[src/rtl/gpio_access_arbiter.sv]
// Two-requester register front end for the gpio block.
// Owns gpio_dir / gpio_write; round-robin, one access per two cycles.
module gpio_access_arbiter #(
  parameter int length = 4
) (
  input  logic              clk,
  input  logic              rst,
  input  logic              req0,
  input  logic              req1,
  input  logic              we0,
  input  logic              we1,
  input  logic [1:0]        addr0,
  input  logic [1:0]        addr1,
  input  logic [length-1:0] wdata0,
  input  logic [length-1:0] wdata1,
  input  logic [length-1:0] mask0,
  input  logic [length-1:0] mask1,
  output logic              gnt0,
  output logic              gnt1,
  output logic              done0,
  output logic              done1,
  output logic [length-1:0] rdata0,
  output logic [length-1:0] rdata1,
  output logic [length-1:0] gpio_dir,
  output logic [length-1:0] gpio_write,
  input  logic [length-1:0] gpio_read
);

  typedef enum logic {
    IDLE,
    ACCESS
  } state_t;

  state_t            state;
  logic              rr_ptr;
  logic              owner;
  logic              op_we;
  logic [1:0]        op_addr;
  logic [length-1:0] op_wdata;
  logic [length-1:0] op_mask;
  logic [length-1:0] sync1;
  logic [length-1:0] sync2;

  logic              pick;
  logic              sel_we;
  logic [1:0]        sel_addr;
  logic [length-1:0] sel_wdata;
  logic [length-1:0] sel_mask;
  logic [length-1:0] sel_rd;

  // Only a tie consults rr_ptr; a lone request wins outright.
  assign pick      = (req0 & req1) ? rr_ptr : req1;
  assign sel_we    = pick ? we1 : we0;
  assign sel_addr  = pick ? addr1 : addr0;
  assign sel_wdata = pick ? wdata1 : wdata0;
  assign sel_mask  = pick ? mask1 : mask0;

  always_comb begin
    sel_rd = '0;
    unique case (1'b1)
      (sel_addr == 2'd0): sel_rd = gpio_dir;
      (sel_addr == 2'd1): sel_rd = gpio_write;
      (sel_addr == 2'd2): sel_rd = sync2;
      (sel_addr == 2'd3): sel_rd = '0;
    endcase
  end

  always_ff @(posedge clk or negedge rst) begin
    if (!rst) begin
      state      <= IDLE;
      rr_ptr     <= 1'b0;
      owner      <= 1'b0;
      op_we      <= 1'b0;
      op_addr    <= 2'd0;
      op_wdata   <= '0;
      op_mask    <= '0;
      gnt0       <= 1'b0;
      gnt1       <= 1'b0;
      done0      <= 1'b0;
      done1      <= 1'b0;
      rdata0     <= '0;
      rdata1     <= '0;
      gpio_dir   <= '0;
      gpio_write <= '0;
      sync1      <= '0;
      sync2      <= '0;
    end else begin
      sync1 <= gpio_read;
      sync2 <= sync1;
      unique case (state)
        IDLE: begin
          if (req0 | req1) begin
            state    <= ACCESS;
            owner    <= pick;
            op_we    <= sel_we;
            op_addr  <= sel_addr;
            op_wdata <= sel_wdata;
            op_mask  <= sel_mask;
            gnt0     <= ~pick;
            gnt1     <= pick;
            done0    <= ~pick;
            done1    <= pick;
            // Registers cannot change before commit, so rdata
            // is already valid while done is high.
            if (!sel_we) begin
              if (pick) rdata1 <= sel_rd;
              else      rdata0 <= sel_rd;
            end
          end
        end
        ACCESS: begin
          state  <= IDLE;
          rr_ptr <= ~owner;
          gnt0   <= 1'b0;
          gnt1   <= 1'b0;
          done0  <= 1'b0;
          done1  <= 1'b0;
          if (op_we) begin
            unique case (op_addr)
              2'd0: gpio_dir <= (gpio_dir & ~op_mask)
                              | (op_wdata & op_mask);
              2'd1: gpio_write <= (gpio_write & ~op_mask)
                                | (op_wdata & op_mask);
              default: ;
            endcase
          end
        end
      endcase
    end
  end

endmodule

[config.mk]
export PLATFORM = sky130hd
export DESIGN_NAME = gpio_access_arbiter
export DESIGN_NICKNAME = d
export VERILOG_FILES = /design/src/rtl/gpio_access_arbiter.sv
export SDC_FILE = /design/constraint.sdc
export NUM_CORES = 1
export LEC_CHECK = 0
export ABC_CLOCK_PERIOD_IN_PS = 2950
export CORE_ASPECT_RATIO = 1.1
export CORE_MARGIN = 5
export CORE_UTILIZATION = 40
export DETAILED_ROUTE_END_ITERATION = 8
export PLACE_DENSITY = 0.76
export SLEW_MARGIN = 20
export SYNTH_ARGS = -nofsm -noshare
export SYNTH_HDL_FRONTEND = slang
export SYNTH_SLANG_ARGS = --single-unit
[constraint.sdc]
create_clock -name clk -period 2.95 [get_ports clk]
set_input_delay 0.59 -clock clk [delete_from_list [all_inputs] [get_ports clk]]
set_output_delay 0.59 -clock clk [all_outputs]
set_load 0.03 [all_outputs]
---- Word-level counts from Yosys, hierarchy flattened ----
Cells that the tools add are included.
cells by class
  bitwise operators ....................... 12
  reductions and logical operators ........ 7
  mux-type cells .......................... 12
  equality and inequality tests ........... 5
operators by type and width
  operator                                                          number
  4-bit one-hot mux with 4 select lines                             1
  4-bit bitwise AND                                                 3
  4-bit two-way mux                                                 2
  4-bit OR                                                          2
  4-bit AND reduction                                               2
  1-bit one-hot mux with 2 select lines                             3
  3-bit AND reduction                                               2
  1-bit two-way mux                                                 5
  2-bit by 1-bit == test with 1-bit output (second input constant)  2
  2-bit == test (second input constant)                             2
  2-bit logical NOT                                                 2
  1-bit inverter                                                    4
  4-bit inverter                                                    1
  2-bit two-way mux                                                 1
  2-bit != test (second input constant)                             1
  2-bit AND reduction                                               1
  1-bit bitwise AND                                                 1
  1-bit OR                                                          1
word-level totals
  input bits .............................. 30
  register bits after elaboration ......... 40
  logic and storage cells ................. 51
  output and inout bits ................... 20

---- Logic depth before layout (Yosys ltp) ----
Gate-level depths: netlist (run 1).
  depth after elaboration ................. 5
  gate-level depth with buffers ........... 5
  gate-level depth less buffers ........... 4

---- Worst setup path before layout (run 1) ----
Ideal clock, no wire load.
  kind .................................... input to register
  start ................................... input port req1
  end ..................................... register rdata0[0]
  slack ................................... 1.406 ns
  data required time ...................... 2.824 ns
  path buffers ............................ 1
  setup time .............................. 0.126 ns
  arrival time ............................ 1.418 ns
  stages .................................. 4
  path through ............................ buf_6 a211oi_2 nand2_1 a221o_1
on the way
  cells in the longest elaborated chain, start to end .. 5
  elaborated cells on any way between the ends .. 13
  those cells by class .................... eq/ne (3); mux (4); bitwise (4); reduce/logical (2)
ends and longest elaborated chain
  what                                                                                 RTL line  RTL
  start, declared                                                                      9         input logic req1,
  1-bit bitwise AND                                                                    52        assign pick = (req0 & req1) ? rr_ptr : req1;
  1-bit two-way mux                                                                    52
  2-bit two-way mux / 1-bit two-way mux (equally long branches)                        54, 53
  2-bit == test, or another cell as far along                                          64        (sel_addr == 2'd3): sel_rd = '0;
  4-bit one-hot mux with 4 select lines / 4-bit AND reduction (equally long branches)  -
  end signal, assigned                                                                 107       else rdata0 <= sel_rd;
  end, declared                                                                        22        output logic [length-1:0] rdata0,
Parallel ways exist; a longest one is shown, timed or not.
A chain may end at the register's enable or synchronous reset.

---- Worst setup path after layout (run 1) ----
  start ................................... input port req1
  end ..................................... register op_mask[1]
on the way
  cells in the longest elaborated chain, start to end .. 3
  elaborated cells on any way between the ends .. 5
  those cells by class .................... mux (2); bitwise (2); reduce/logical (1)
ends and longest elaborated chain
  what                  RTL line  RTL
  1-bit bitwise AND     52
  1-bit two-way mux     52
  4-bit two-way mux     56        assign sel_mask = pick ? mask1 : mask0;
  end signal, assigned  98        op_mask <= sel_mask;
  end, declared         40        logic [length-1:0] op_mask;
Parallel ways exist; a longest one is shown, timed or not.

==> results of run 1 <==
## layout make-up
cell class / count / share of cell area, %
Clock buffer: 7 / 3.87
Clock inverter: 1 / 1.21
Timing Repair Buffer: 49 / 19.5
Inverter: 1 / 0.151
Sequential cell: 40 / 40.2
Multi-Input combinational cell: 102 / 32.3
Tap cell: 56 / 2.81
## report_power, final
part,total [mW],internal [mW],switching (mW),leakage [nW]
Sequential,0.845,0.698,0.147,0.495
Clock,0.479,0.298,0.180,0.0645
Combinational,0.764,0.367,0.397,0.527
## per-stage QoR
stage | worst slack, ns | util, % | std cells | total power [mW] | area, sq um
2_1_floorplan | 1.41 | - | 151 | 1.29 | 1860
3_3_place_gp | 0.585 | 51.6 | 248 | 1.62 | 2360
3_5_place_dp | 0.541 | 51.6 | 248 | 1.63 | 2360
4_1_cts | 0.849 | 54.3 | 256 | 2.11 | 2490
5_1_grt | 0.750 | 54.3 | 256 | 2.20 | 2490
6_report | 0.840 | 54.3 | 256 | 2.09 | 2490
## critical path, cell delays in order
cell	delay, ns
clkdlybuf4s50_1	0.62
o21bai_4	0.47
a21oi_2	0.15
and2_1	0.20
a221o_1	0.25
## logic make-up after synthesis
family,count (synthesis)
and+or+nand+nor,44
DFF,40
muxes,31
AOI/OAI and AO/OA,27
buffers and inverters,9
## cell usage after synthesis
master	n	area, sq um
nor2_2	2	12.5
a211oi_2	1	12.5
a21oi_1	3	15.0
nor3b_2	1	12.5
o21ai_0	4	20.0
nor2b_1	2	12.5
nand2b_4	1	13.8
mux2i_1	19	190
nand2_1	20	75.1
buf_6	1	11.3
clkbuf_2	1	5.00
o21ai_1	3	15.0
nor3_2	1	10.0
and2_1	8	50.1
o21bai_4	1	18.8
nand2_8	1	20.0
buf_4	3	22.5
buf_2	2	10.0
nor2_1	5	18.8
nand2_2	1	6.26
a21oi_2	1	8.76
a221o_1	12	120
o21bai_1	1	7.51
mux2_1	12	135
nand2b_1	1	6.26
dfrtp_1	40	1000
clkbuf_1	1	3.75
a21o_1	1	7.51
inv_2	1	3.75
nor3_4	1	16.3
## layer usage
layer | share of wire [%] | global-route usage, %
met4 | 1.3 | 4.98
met5 | 0 | 0
met3 | 5.9 | 3.79
met1 | 44 | 16.7
met2 | 48 | 20.6
## worst max-delay path by stage
stage	start	to	slack, ns
final	req1	op_mask[1]$_DFFE_PN0P_	0.84
after global routing	req1	op_wdata[0]$_DFFE_PN0P_	0.75
after CTS	req1	op_mask[1]$_DFFE_PN0P_	0.85
after detailed placement	req1	op_mask[1]$_DFFE_PN0P_	0.54
after global placement	req1	op_wdata[1]$_DFFE_PN0P_	0.58
after floorplan	req1	rdata0[0]$_DFFE_PN0P_	1.41
==> results.toml, run 1 <==
[run_status]
status = "finished clean"

[power]
leakagePower_nw = 1.09
powerDensity_nw_per_um2 = 838
ir_worst_vdd_v = 0.000378

[timing]
final_hold_viol_count = 0
relSlewSlack_pct = 43.5
finalSetupTns_ns = 0
slew_violations = 0
fin_skew_ns = 0.00388
setup_viol = 0
hold_slack_ns = 0.350
finalCritPeriodShare_pct = 71.5
max_freq_ghz = 0.474
rsz0062_at_grt = "no"
post-route-min-period_ns = 2.11
worstMarginPinSlew_ns = 0.847

[synthesis]
yosys.area_share.simple_pct = 13.6
synth-xor-area-share_pct = 0
yosys_warnings = 0
syn_inst = 151
syn_area_sq_um = 1860
seq_area_frac_synth_pct = 53.8
synth_nets = 181
synth_fa_ha_area_share_pct = 0
synth.distinct_cells = 30
muxShareOfSynthArea_pct = 17.5
ys_ff_latch = 40
syn_area_per_cell_sq_um = 12.3
synth_compound_area_share_pct = 12.1
synth_top_family_by_area = "multiplexers"

[final_layout]
syn_to_final_growth_pct = 33.8
fin_nets = 229
seqCellArea_sq_um = 1000
diodes = 0
final_common_cell = "clkdlybuf4s50_1"
final_cell_mix = "48 x clkdlybuf4s50_1, 40 x dfrtp_1, 20 x nand2_1"
drive_gt1_share_pct = 10.5
multi_input_area_sq_um = 805
fillers = 394

[min_path]
hold_path_depth = 0
hold_class = "flip-flop to flip-flop"
min_from = "sync1[2]$_DFF_PN0_"
min_to = "sync2[2]$_DFF_PN0_"

[placement]
gp_congestion = 0.795
dp_hpwl_um = 2830
port-buffer-count = 49

[die]
ios = 50
initial_core_util_pct = 40.6
die-area_sq_um = 6120
die_h_um = 81.6
row_count = 26
dieWidth_um = 75.1
core_area_sq_um = 4590

[clocking]
cts-htree-levels = 2
clock_latency_ns = 0.28
cts.sinks = 40
cts_buffers = 5
cts_setup_buffers = 0
cts_tree = "done"
cts_resized = 0
cts_buffer_depth = 2
postCtsHoldBufs = 0
clk_pin_slew_ns = 0.07
root_buffer = "clkbuf_8"

[grt]
antenna_found_initial = 0
grt_max_degree = 41
grt_pass1_wl_um = 5820
grt_usage_pct = 13.0
overflow = 0
grt_pass1_vias = 1176

[critical_path]
critPathRequiredTime_ns = 3.12
regToRegSetupSlack_ns = 1.34
crit_arrival_ns = 2.28
r2r-end = "op_mask[1]$_DFFE_PN0P_"
r2r_cells = 4
critPathCaptureType = "flip-flop"
r2r_start = "state$_DFF_PN0_"
crit_type = "primary input to flip-flop"
critPathLaunchType = "primary input"
worstPathMaxFanout = 17

[detailed_routing]
drc = 0
vias_per_cell = 4.99
routed_wl_um = 3720
first_pass_iters = 4
drtIter0Drc = 61
antenna_left = 0
num_vias = 1278
wl_per_cell_um = 14.5

[flow_run]
cap_violations = 0
(Power assumes the default switching activity.)
==> run 2, diff against run 1 <==
- ABC_CLOCK_PERIOD_IN_PS: 2950 -> 1770
- PLACE_DENSITY: 0.76 -> 0.79
- clock period: 2.95 -> 1.77 ns (I/O delays scaled with it)
==> results.toml, run 2 (synthesis gave the netlist of run 1 again) <==
[detailed_routing]
vias_per_cell = 5.09
num_vias = 1365
routed_wl_um = 4040
drc = 0
antenna_left = 0
wl_per_cell_um = 15.1
first_pass_iters = 4
drtIter0Drc = 82

[die]
core_area_sq_um = 4590
die-area_sq_um = 6120
ios = 50
die_h_um = 81.6
dieWidth_um = 75.1
row_count = 26
initial_core_util_pct = 40.6

[timing]
rsz0062_at_grt = "no"
max_freq_ghz = 0.585
final_hold_viol_count = 0
finalWorstSetupSlack_ns = 0.0604
slew_violations = 0
finalCritPeriodShare_pct = 96.6
fin_skew_ns = 0.0110
relSlewSlack_pct = 66.7
post-route-min-period_ns = 1.71
worstMarginPinSlew_ns = 0.500
setup_viol = 0

[critical_path]
worstPathMaxFanout = 2
timing.critical_path.buf_inv = 1
cp_top_family = "buffers and inverters"
critPathRequiredTime_ns = 1.42
slowest_stage = "clkdlybuf4s50_1"
crit_type = "flip-flop to output port"
critPathLaunchType = "flip-flop"
path_cells = "clkdlybuf4s50_1"
critPathCaptureType = "output port"
crit_arrival_ns = 1.36
critPathMaxStageDelay_ns = 0.68

[power]
powerDensity_nw_per_um2 = 1310
ir_worst_vdd_v = 0.000806
leakagePower_nw = 1.15

[placement]
dp_hpwl_um = 3060
port-buffer-count = 49
placed_area_sq_um = 2470
gp_congestion = 0.740
pre_cts_slack_ns = -0.111

[grt]
antenna_found_initial = 0
grt_pass1_wl_um = 6700
grt_max_degree = 41
grt_pass1_vias = 1371
overflow = 0
grt_usage_pct = 14.7

[clocking]
root_buffer = "clkbuf_8"
cts_buffers = 5
cts-htree-levels = 2
clk_pin_slew_ns = 0.08
cts_buffer_depth = 2
postCtsHoldBufs = 0
cts_tree = "done"
clock_latency_ns = 0.30
cts.sinks = 40

[flow_run]
cap_violations = 0

[final_layout]
multi_input_area_sq_um = 805
syn_to_final_growth_pct = 37.3
drive_gt1_share_pct = 15.6
seqCellArea_sq_um = 1000
fillers = 396
post-route-cell-area_sq_um = 2560
diodes = 0
final_cell_mix = "41 x clkdlybuf4s50_1, 40 x dfrtp_1, 20 x nand2_1"
final_common_cell = "clkdlybuf4s50_1"
fin_nets = 241

[min_path]
hold_class = "primary input to async pin"

[run_status]
status = "finished clean"
run 2: cell types whose count changed in the layout (fill, tap and decap cells not counted):
cell,delta
buf_12,+1
buf_4,+11
bufinv_16,-1
clkbuf_8,-1
clkdlybuf4s50_1,-7
clkinvlp_4,+2
dlygate4sd2_1,+7
run 2: final cells by class:
class / instances / share of cell area [%]
multi-input cells: 102 / 31.5
inverters: 1 / 0.147
flip-flops and latches: 40 / 39.2
well taps: 56 / 2.74
repair buffers: 61 / 22.7
clock inverters: 2 / 0.587
clock buffers: 6 / 3.23
run 2: worst paths after layout:
| path | startpoint | to | slack, ns | depth (start not counted) |
|---|---|---|---|---|
| setup / recovery | flip-flop | gpio_write[2] | 0.06 | 1 |
| hold / removal | rst | owner$_DFFE_PN0P_ | 0.09 | 2 |
| setup reg to reg | state$_DFF_PN0_ | flip-flop | 0.26 | 4 |
| hold reg to reg | sync1[1]$_DFF_PN0_ | sync2[1]$_DFF_PN0_ | 0.35 | 0 |
| max in group asynchronous | rst | sync1[0]$_DFF_PN0_ | 1.32 | 2 |
| min in group clk | sync1[1]$_DFF_PN0_ | sync2[1]$_DFF_PN0_ | 0.35 | 0 |
run 2: power by group:
part | internal, mW | total, mW | switching, mW
Combinational | 0.606 | 1.29 | 0.686
Clock | 0.316 | 0.646 | 0.331
Sequential | 1.16 | 1.42 | 0.254
Total | 2.08 | 3.35 | 1.27
run 2: layer usage:
layer	track usage, %	wire length, um
met2	24.0	2000
met5	0	0
met1	19.0	1750
met4	3.20	36
met3	4.77	257
run 2: repair_timing:
action / CTS / global route
setup endpoints to repair: 7 / 0
setup buffers: 0 / 0
gates resized for setup: 7 / 0
endpoints found under the hold margin: 0 / 0
run 2: per-stage QoR:
stage | power (mW) | instances | hold WS (ns) | utilization [%] | setup TNS, ns
after floorplan | 2.15 | 151 | 0.0584 | - | 0
after global placement | 2.77 | 260 | 0.335 | 53.8 | -0.962
after detailed placement | 2.80 | 260 | 0.335 | 53.8 | -1.24
after CTS | 3.39 | 268 | 0.116 | 55.7 | 0
after global routing | 3.56 | 268 | 0.142 | 55.7 | 0
final | 3.35 | 268 | 0.0943 | 55.7 | 0
